`config.mk`:
```
export PLATFORM = sky130hd
export DESIGN_NAME = risc_toy_decode_stage
export DESIGN_NICKNAME = d
export VERILOG_FILES = /design/src/rtl/risc_toy_decode_stage.sv
export SDC_FILE = /design/constraint.sdc
export NUM_CORES = 1
export LEC_CHECK = 0
export BUFFER_PORTS_ARGS = -buffer_cell sky130_fd_sc_hd__buf_2
export CAP_MARGIN = 20
export CELL_PAD_IN_SITES_DETAIL_PLACEMENT = 1
export CELL_PAD_IN_SITES_GLOBAL_PLACEMENT = 1
export CORE_ASPECT_RATIO = 1.75
export CORE_MARGIN = 3
export CORE_UTILIZATION = 29
export CTS_CLUSTER_SIZE = 12
export DETAILED_ROUTE_END_ITERATION = 10
export PLACE_DENSITY = 0.74
export SETUP_SLACK_MARGIN = 0.4
export SLEW_MARGIN = 0
export SYNTH_ARGS = -nofsm -noshare
export SYNTH_HDL_FRONTEND = slang
export SYNTH_SLANG_ARGS = --single-unit
```
`constraint.sdc`:
```
create_clock -name CLK -period 2.8 [get_ports CLK]
set_input_delay 0.28 -clock CLK [delete_from_list [all_inputs] [get_ports CLK]]
set_output_delay 0.28 -clock CLK [all_outputs]
set_load 0.02 [all_outputs]
```
`src/rtl/risc_toy_decode_stage.sv`:
```
// RISC_TOY decode stage: opcode decode, operand forwarding, load-use stall
// and an ID/EX pipeline register behind a valid/ready handshake.
module risc_toy_decode_stage #(
  parameter int XLEN   = 32,
  parameter int RAW    = 5,
  parameter int PCW    = 30,
  parameter int FWD_EN = 1
) (
  input  logic             CLK,
  input  logic             RSTN,
  input  logic             in_valid,
  output logic             in_ready,
  input  logic [31:0]      in_instr,
  input  logic [PCW-1:0]   in_pc,
  input  logic             flush,
  output logic [RAW-1:0]   rf_ra0,
  output logic [RAW-1:0]   rf_ra1,
  input  logic [XLEN-1:0]  rf_rd0,
  input  logic [XLEN-1:0]  rf_rd1,
  input  logic             ex_wen,
  input  logic [RAW-1:0]   ex_wa,
  input  logic [XLEN-1:0]  ex_wd,
  input  logic             ex_is_load,
  input  logic             wb_wen,
  input  logic [RAW-1:0]   wb_wa,
  input  logic [XLEN-1:0]  wb_wd,
  output logic             out_valid,
  input  logic             out_ready,
  output logic [4:0]       out_opcode,
  output logic [XLEN-1:0]  out_vala,
  output logic [XLEN-1:0]  out_valb,
  output logic [XLEN-1:0]  out_imm,
  output logic [RAW-1:0]   out_dest,
  output logic             out_wen,
  output logic             out_illegal,
  output logic [PCW-1:0]   out_pc
);

  localparam logic [4:0] OP_ADDI = 5'd0;
  localparam logic [4:0] OP_ANDI = 5'd1;
  localparam logic [4:0] OP_ORI  = 5'd2;
  localparam logic [4:0] OP_MOVI = 5'd3;
  localparam logic [4:0] OP_ADD  = 5'd4;
  localparam logic [4:0] OP_SUB  = 5'd5;
  localparam logic [4:0] OP_NEG  = 5'd6;
  localparam logic [4:0] OP_NOT  = 5'd7;
  localparam logic [4:0] OP_AND  = 5'd8;
  localparam logic [4:0] OP_OR   = 5'd9;
  localparam logic [4:0] OP_XOR  = 5'd10;
  localparam logic [4:0] OP_LSR  = 5'd11;
  localparam logic [4:0] OP_ASR  = 5'd12;
  localparam logic [4:0] OP_SHL  = 5'd13;
  localparam logic [4:0] OP_ROR  = 5'd14;
  localparam logic [4:0] OP_BR   = 5'd15;
  localparam logic [4:0] OP_BRL  = 5'd16;
  localparam logic [4:0] OP_J    = 5'd17;
  localparam logic [4:0] OP_JL   = 5'd18;
  localparam logic [4:0] OP_LD   = 5'd19;
  localparam logic [4:0] OP_LDR  = 5'd20;
  localparam logic [4:0] OP_ST   = 5'd21;
  localparam logic [4:0] OP_STR  = 5'd22;

  logic [4:0]      op;
  logic [RAW-1:0]  fld_d;
  logic [RAW-1:0]  fld_a;
  logic [RAW-1:0]  fld_b;
  logic [XLEN-1:0] sext17;
  logic [XLEN-1:0] zext17;
  logic [XLEN-1:0] sext22;
  logic [XLEN-1:0] zext5;
  logic [XLEN-1:0] zext3;

  assign op     = in_instr[31:27];
  assign fld_d  = RAW'(in_instr[26:22]);
  assign fld_a  = RAW'(in_instr[21:17]);
  assign fld_b  = RAW'(in_instr[16:12]);
  assign sext17 = {{(XLEN-17){in_instr[16]}}, in_instr[16:0]};
  assign zext17 = {{(XLEN-17){1'b0}}, in_instr[16:0]};
  assign sext22 = {{(XLEN-22){in_instr[21]}}, in_instr[21:0]};
  assign zext5  = {{(XLEN-5){1'b0}}, in_instr[4:0]};
  assign zext3  = {{(XLEN-3){1'b0}}, in_instr[2:0]};

  logic            use_a;
  logic            use_b;
  logic [RAW-1:0]  src_a_addr;
  logic [RAW-1:0]  src_b_addr;
  logic            valb_const;
  logic [XLEN-1:0] dec_imm;
  logic            dec_wen;
  logic            dec_illegal;

  always_comb begin
    use_a      = 1'b0;
    use_b      = 1'b0;
    src_a_addr = '0;
    src_b_addr = '0;
    valb_const = 1'b0;
    dec_imm    = '0;
    case (op)
      OP_ADDI, OP_LD: begin
        use_a      = 1'b1;
        src_a_addr = fld_a;
        dec_imm    = sext17;
      end
      OP_ANDI, OP_ORI: begin
        use_a      = 1'b1;
        src_a_addr = fld_a;
        dec_imm    = zext17;
      end
      OP_MOVI: dec_imm = sext17;
      OP_ST: begin
        use_a      = 1'b1;
        src_a_addr = fld_a;
        use_b      = 1'b1;
        src_b_addr = fld_d;
        dec_imm    = sext17;
      end
      OP_ADD, OP_SUB, OP_AND, OP_OR, OP_XOR: begin
        use_a      = 1'b1;
        src_a_addr = fld_a;
        use_b      = 1'b1;
        src_b_addr = fld_b;
      end
      OP_NEG, OP_NOT: begin
        use_b      = 1'b1;
        src_b_addr = fld_b;
      end
      OP_LSR, OP_ASR, OP_SHL, OP_ROR: begin
        use_a      = 1'b1;
        src_a_addr = fld_a;
        // bit 5 selects register shift amount over the 5-bit immediate
        if (in_instr[5]) begin
          use_b      = 1'b1;
          src_b_addr = fld_b;
        end else begin
          valb_const = 1'b1;
        end
      end
      OP_BR, OP_BRL: begin
        use_a      = 1'b1;
        src_a_addr = fld_b;
        use_b      = 1'b1;
        src_b_addr = fld_a;
        dec_imm    = zext3;
      end
      OP_J, OP_JL, OP_LDR: dec_imm = sext22;
      OP_STR: begin
        use_b      = 1'b1;
        src_b_addr = fld_d;
        dec_imm    = sext22;
      end
      default: ;
    endcase
  end

  assign dec_illegal = (op > OP_STR);
  assign dec_wen     = (op <= OP_ROR) || (op == OP_BRL) || (op == OP_JL) ||
                       (op == OP_LD)  || (op == OP_LDR);

  assign rf_ra0 = src_a_addr;
  assign rf_ra1 = src_b_addr;

  logic [1:0]      src_use;
  logic [RAW-1:0]  src_addr [2];
  logic [XLEN-1:0] rf_data  [2];
  logic [XLEN-1:0] fwd_data [2];
  logic [1:0]      hz_src;

  assign src_use     = {use_b, use_a};
  assign src_addr[0] = src_a_addr;
  assign src_addr[1] = src_b_addr;
  assign rf_data[0]  = rf_rd0;
  assign rf_data[1]  = rf_rd1;

  genvar gi;
  generate
    for (gi = 0; gi < 2; gi++) begin : g_fwd
      logic ex_hit;
      logic wb_hit;
      assign ex_hit = src_use[gi] && ex_wen && (ex_wa == src_addr[gi]);
      assign wb_hit = src_use[gi] && wb_wen && (wb_wa == src_addr[gi]);
      assign fwd_data[gi] = ex_hit ? ex_wd : (wb_hit ? wb_wd : rf_data[gi]);
      // without forwarding every in-flight write match must wait it out
      assign hz_src[gi] = (ex_hit && ex_is_load) ||
                          ((FWD_EN == 0) && (ex_hit || wb_hit));
    end
  endgenerate

  logic            hazard;
  logic [XLEN-1:0] vala_next;
  logic [XLEN-1:0] valb_next;

  assign hazard    = in_valid && (|hz_src);
  assign vala_next = use_a ? fwd_data[0] : '0;
  assign valb_next = valb_const ? zext5 : (use_b ? fwd_data[1] : '0);

  logic            valid_reg;
  logic [4:0]      opcode_reg;
  logic [XLEN-1:0] vala_reg;
  logic [XLEN-1:0] valb_reg;
  logic [XLEN-1:0] imm_reg;
  logic [RAW-1:0]  dest_reg;
  logic            wen_reg;
  logic            illegal_reg;
  logic [PCW-1:0]  pc_reg;

  assign in_ready = RSTN && !flush && !hazard && (!valid_reg || out_ready);

  always_ff @(posedge CLK) begin
    if (!RSTN) begin
      valid_reg   <= 1'b0;
      opcode_reg  <= '0;
      vala_reg    <= '0;
      valb_reg    <= '0;
      imm_reg     <= '0;
      dest_reg    <= '0;
      wen_reg     <= 1'b0;
      illegal_reg <= 1'b0;
      pc_reg      <= '0;
    end else if (flush) begin
      valid_reg <= 1'b0;
    end else if (in_valid && in_ready) begin
      valid_reg   <= 1'b1;
      opcode_reg  <= op;
      vala_reg    <= vala_next;
      valb_reg    <= valb_next;
      imm_reg     <= dec_imm;
      dest_reg    <= fld_d;
      wen_reg     <= dec_wen && !dec_illegal;
      illegal_reg <= dec_illegal;
      pc_reg      <= in_pc;
    end else if (out_ready) begin
      valid_reg <= 1'b0;
    end
  end

  assign out_valid   = valid_reg;
  assign out_opcode  = opcode_reg;
  assign out_vala    = vala_reg;
  assign out_valb    = valb_reg;
  assign out_imm     = imm_reg;
  assign out_dest    = dest_reg;
  assign out_wen     = wen_reg;
  assign out_illegal = illegal_reg;
  assign out_pc      = pc_reg;

endmodule
```
Word level (Yosys, flattened, before mapping)
Index checks and enable logic that the tools add are counted.
{ "totals": {"reg_bits": 139, "latch_bits": 0, "mem_bits_rw": 0, "mem_bits_ro": 0, "inputBits": 208, "memories": 0} }
{ "classes": {"add_sub_neg": 0, "n_mul": 0, "n_div": 0, "order_cmp": 2, "n_eq_ne": 26, "shifts": 0, "muxes": 18, "bitwise": 2, "reduce_logical": 40} }
{ "ops": {"columns": ["operator", "n"], "rows": [
  ["$mux 32", 7],
  ["$pmux 32 s4", 1],
  ["$eq 5x4->1 const B", 8],
  ["$eq 5x5->1 const B", 7],
  ["$eq 5x3->1 const B", 4],
  ["$eq 5x5->1", 4],
  ["$pmux 5 s4", 1],
  ["$logic_and 1x1->1", 16],
  ["$reduce_or 16->1", 1],
  ["$reduce_or 14->1", 1],
  ["$reduce_or 4->1", 3],
  ["$reduce_or 11->1", 1],
  ["$eq 5x2->1 const B", 2],
  ["$pmux 5 s2", 1],
  ["$reduce_or 2->1", 5],
  ["$reduce_or 7->1", 1],
  ["$mux 1", 6],
  ["$eq 5x1->1 const B", 1],
  ["$gt 5x5->1 const B", 1],
  ["$le 5x4->1 const B", 1],
  ["$logic_not 5->1", 1],
  ["$logic_or 1x1->1", 5],
  ["$mux 5", 1],
  ["$logic_not 1->1", 4],
  ["other kinds (4)", 5]
]} }

Depth between registers and ports, before layout
{ "logic_depth": {"depth_word": 13, "ltp_mapped": 15, "mapped_depth_nobuf": 9} }

Worst setup path after synthesis
Ideal clock, no wire load.
{ "synth_timing": {"path_kind": "input-to-reg", "start": "in in_instr[28]", "end": "reg valb_reg[0], in the netlist out_valb[0]", "arrival_time_ns": 3.014, "required_time_ns": 2.681, "slack_ns": -0.332, "cell_stages": 12, "path_cell_list": "buf_2 > or4b_4 > nor2_4 > a221oi_2 > nand2_1 > xor2_1 > or4_1 > buf_2 > a31o_2 > buf_2 > buf_2 > o221a_2"} }
{ "synth_via": {"elab_chain_cells": 13, "word_cells_on_any_way": 53, "classes_between": "21 x eq/ne; 9 x mux; 23 x reduce/logical"} }
{ "synth_lines": {"columns": ["item", "line", "source"], "rows": [
  ["from (decl)", "13", "input logic [31:0] in_instr,"],
  ["$eq 5x3->1 (tied with other cells)", "99", "case (op)"],
  ["$reduce_or 7->1 (no line) (tied with other cells)", null, null],
  ["$pmux 5 s4 *", "99", null],
  ["named net rf_ra1[2]", "17", "output logic [RAW-1:0] rf_ra1,"],
  ["$eq 5x5->1", "180", "assign ex_hit = src_use[gi] && ex_wen && (ex_wa == src_addr[gi]);"],
  ["$logic_and 1x1->1", "180", null],
  ["$logic_and 1x1->1", "184", "assign hz_src[gi] = (ex_hit && ex_is_load) ||"],
  ["$reduce_or 2->1", "193", "assign hazard = in_valid && (|hz_src);"],
  ["$logic_and 1x1->1", "193", null],
  ["$logic_not 1->1", "207", "assign in_ready = RSTN && !flush && !hazard && (!valid_reg || out_ready);"],
  ["$logic_and 1x1->1 (2 in a row)", "207", null],
  ["$logic_and 1x1->1", "222", "end else if (in_valid && in_ready) begin"],
  ["$reduce_and 2->1 (no line)", null, null],
  ["to (signal assigned)", "226", "valb_reg <= valb_next;"],
  ["to (decl)", "200", "logic [XLEN-1:0] valb_reg;"]
]} }
The timed path passes the listed nets; every way through them passes the cells marked *.
A chain may end at the register's enable or synchronous reset.

Worst setup path in the final report
{ "layout_timing": {"start": "in in_instr[29]", "end": "out in_ready"} }
{ "layout_via": {"elab_chain_cells": 11, "word_cells_on_any_way": 43, "classes_between": "20 x eq/ne; 4 x mux; 19 x reduce/logical"} }
{ "layout_lines": {"columns": ["item", "line", "source"], "rows": [
  ["$eq 5x5->1 (tied with other cells)", "99", null],
  ["$reduce_or 14->1 (no line) (tied with other cells)", null, null],
  ["$pmux 5 s2 (tied with other cells)", "99", null],
  ["$eq 5x5->1 / $logic_and 1x1->1 (equally long branches)", "180", null],
  ["$logic_and 1x1->1", "180", null],
  ["$logic_and 1x1->1", "184", null],
  ["$reduce_or 2->1 *", "193", null],
  ["$logic_and 1x1->1 *", "193", null],
  ["$logic_not 1->1 *", "207", null],
  ["$logic_and 1x1->1 * (2 in a row)", "207", null],
  ["to (decl)", "12", "output logic in_ready,"]
]} }
Mark *: on every way between the ends. The rest lies on a longest branch, timed or not.

==> qor.yml <==
seq_area_frac_synth: 0.378
nets: 1447
syn_avg_cell_area_um2: 8.65
synth_seq_cells: 129
drt_iter0_drc: 409
synth_top_cell_by_area: "dfxtp_1"
routedWlPerCell_um: 23.1
htree_levels: 4
ioPinCount: 358
core_mm2: 0.0229
area_growth_pct: 74.9
synth.most_common_cell: "nand2_1"
synth_edf_count: 0
ir_drop_mv: 0.366
synth-main-ff-cell: "dfxtp_1"
critPathMaxStageDelay_ps: 550
gp_congestion: 0.858
whs_ps: 76.5
ff_latch_area_mm2: 0.00258
syn-cell-area_mm2: 0.00684
numCtsBuffers: 17
start_util: 0.298
syn_inst: 790
cts_tree: "yes"
antenna_found_initial: 5
track_usage: 0.238
clock-sinks: 129
ant_nets: 0
post-place-cells: 1462
critPathLaunchType: "input port"
multi_input_area_mm2: 0.00474
synthTopCellsByArea: "dfxtp_1 (38%), nand2_1 (7.9%), a21boi_1 (4.4%), a22o_1 (4.1%), a2bb2oi_1 (4.1%)"
synth.top_cell.area_share: 0.378
postCtsHoldBufs: 0
power.total_uw: 5560
violations: "negative setup slack"
post-route-drc-count: 0
slowest_stage: "or4b_4"
drtPass1Iterations: 5
power_density_mw_per_mm2: 465
placement.io_buffers: 357
finalClockSkew_ps: 3.79
hp-class: "in -> reg"
worstSetupPathType: "in -> out"
drive_above_1_share: 0.564
die_w_um: 122
wirelength_um: 35900
end_kind: "output pin"
clk_latency_ps: 440
setup_viol: 14
die_h_um: 209
yosysWarnings: 0
outcome: "finished, violations left"
layout_worst_path_cycle_share: 1.02
crit_chain: "buf_8 > or4b_4 > buf_4 > o22ai_4 > a32oi_2 > xnor2_1 > nor2_1 > and4b_2 > o211ai_1 > and2_4 > buf_6"
routed_via_density: 5.29
cap_violations: 0
fmax_mhz: 349
cp_data_arrival_time_ps: 2590
postSynth.asyncResetShare: 0
die-area_mm2: 0.0255
cp_max_fo: 6
finalWorstSetupSlack_ps: -69.0
vias: 8232
relSlewSlack: 0.0280
required_ps: 2520
core.rowCount: 73
overflow: 0
syn_nets: 998
p_leak_uw: 0.00557
cts_root_buffer: "clkbuf_16"
fin_crit_ps: 2870
clk_pin_slew_ps: 60
final_cells: 1556
worstMarginPinSlew_ps: 1450
hold_viol: 0
dpl.hpwl_um: 23100
grt_max_degree: 72
ys_types: 61
grt_pass1_wl_um: 46400
grt_pass1_vias: 8378
rsz0062_at_grt: "true"
synth_commonest_cells: "nand2_1 (144), dfxtp_1 (129), a21oi_1 (47)"
final.fill_count: 2674
clockBufferDepth: 2
drv_slew: 0
sequential cells by signal, summed over array words and instances, names as in the netlist:
register / count
out_dest: 5
out_illegal: 1
out_imm: 22
out_opcode: 5
out_pc: 30
out_vala: 32
out_valb: 32
out_valid: 1
out_wen: 1
what timing repair did:
item,CTS,global route
endpoints found under the setup margin,130,130
pin swaps,19,103
gates resized for setup,49,214
setup buffers,19,15
hold endpoints to repair,0,0
gates cloned,3,21
cell families (layout without fill, tap and decap cells):
| family | after synthesis | after routing | synth area share |
|---|---|---|---|
| simple gates | 244 | 244 | 0.169 |
| mux | 55 | 55 | 0.0855 |
| xor+xnor | 15 | 15 | 0.0192 |
| flops | 129 | 129 | 0.378 |
| buf+inv | 92 | 553 | 0.0637 |
| other cells | 0 | 5 | 0 |
| compound gates | 255 | 255 | 0.285 |
power breakdown:
part | switching [uW] | leakage, uW | internal, uW
clock network | 863 | 0.000261 | 1320
registers | 57.1 | 0.00105 | 1920
logic | 746 | 0.00426 | 651
total | 1670 | 0.00557 | 3890
stage by stage:
stage | setup TNS [ps] | setup WS [ps] | util | instance area (um2)
floorplan | -15600 | -180 | - | 6930
global placement | -43680 | -373 | 0.415 | 9520
detailed placement | -53290 | -467 | 0.415 | 9520
CTS | -7.91 | -7.58 | 0.460 | 10500
global route | -4330 | -111 | 0.521 | 12000
finish | -171 | -69.0 | 0.522 | 12000
path summary, 6_finish.rpt:
check / from / to / slack [ps] / cells past startpoint
worst max-delay path: in_instr[29] / in_ready / -70 / 11
worst min-delay path: in_pc[19] / out_pc[19] / 80 / 3
worst max register to register: out_valid / out_illegal / 800 / 10
worst min register to register: out_pc[14] / out_pc[14] / 450 / 2
area by class of cell:
| type | count | area share |
|---|---|---|
| Inverter | 18 | 0.00565 |
| Tap cell | 300 | 0.0314 |
| Clock inverter | 10 | 0.00942 |
| Sequential cell | 129 | 0.216 |
| Antenna cell | 5 | 0.00105 |
| Timing Repair Buffer | 504 | 0.302 |
| Multi-Input combinational cell | 569 | 0.397 |
| Clock buffer | 21 | 0.0377 |
critical path, delay by kind of cell:
kind / cells / cell delay (ps)
AO/OA/AOI/OAI: 3 / 600
XOR/XNOR: 1 / 260
buffers and inverters: 3 / 390
AND/OR/NAND/NOR: 4 / 1060
layer usage:
layer,GRT usage,wire (um),vias to the layer above
met3,0.0531,2010,110
met4,0.135,2300,0
met1,0.231,12000,3993
li1,-,-,3753
met2,0.448,19600,376
met5,0,0,-
placed cells by master (no fill, tap or decap), types with 4 or more instances in the layout:
| cell type | count |
|---|---|
| mux2i_2 | 4 |
| a21oi_1 | 36 |
| and3_1 | 7 |
| nand2_2 | 15 |
| a211oi_4 | 4 |
| a22o_1 | 32 |
| buf_4 | 83 |
| a2bb2oi_1 | 32 |
| clkinvlp_4 | 5 |
| o21ai_0 | 14 |
| nand2b_1 | 8 |
| dfxtp_1 | 129 |
| xor2_1 | 4 |
| clkbuf_16 | 32 |
| mux2_4 | 25 |
| buf_8 | 7 |
| nor2_1 | 12 |
| buf_2 | 353 |
| a32oi_2 | 5 |
| nand2b_4 | 5 |
| nor2b_1 | 4 |
| a21oi_4 | 5 |
| xnor2_1 | 8 |
| o221a_2 | 5 |
| nand2_4 | 25 |
| a21boi_2 | 24 |
| nand2_1 | 104 |
| o2bb2ai_2 | 9 |
| buf_6 | 23 |
| a21boi_1 | 37 |
| a31oi_1 | 6 |
| a21oi_2 | 6 |
| nor3b_2 | 4 |
| o2bb2ai_1 | 18 |
| nand3_1 | 23 |
| inv_1 | 17 |
| diode_2 | 5 |
| buf_12 | 20 |
| mux2i_1 | 23 |
Power figures use the tool's default switching activity.
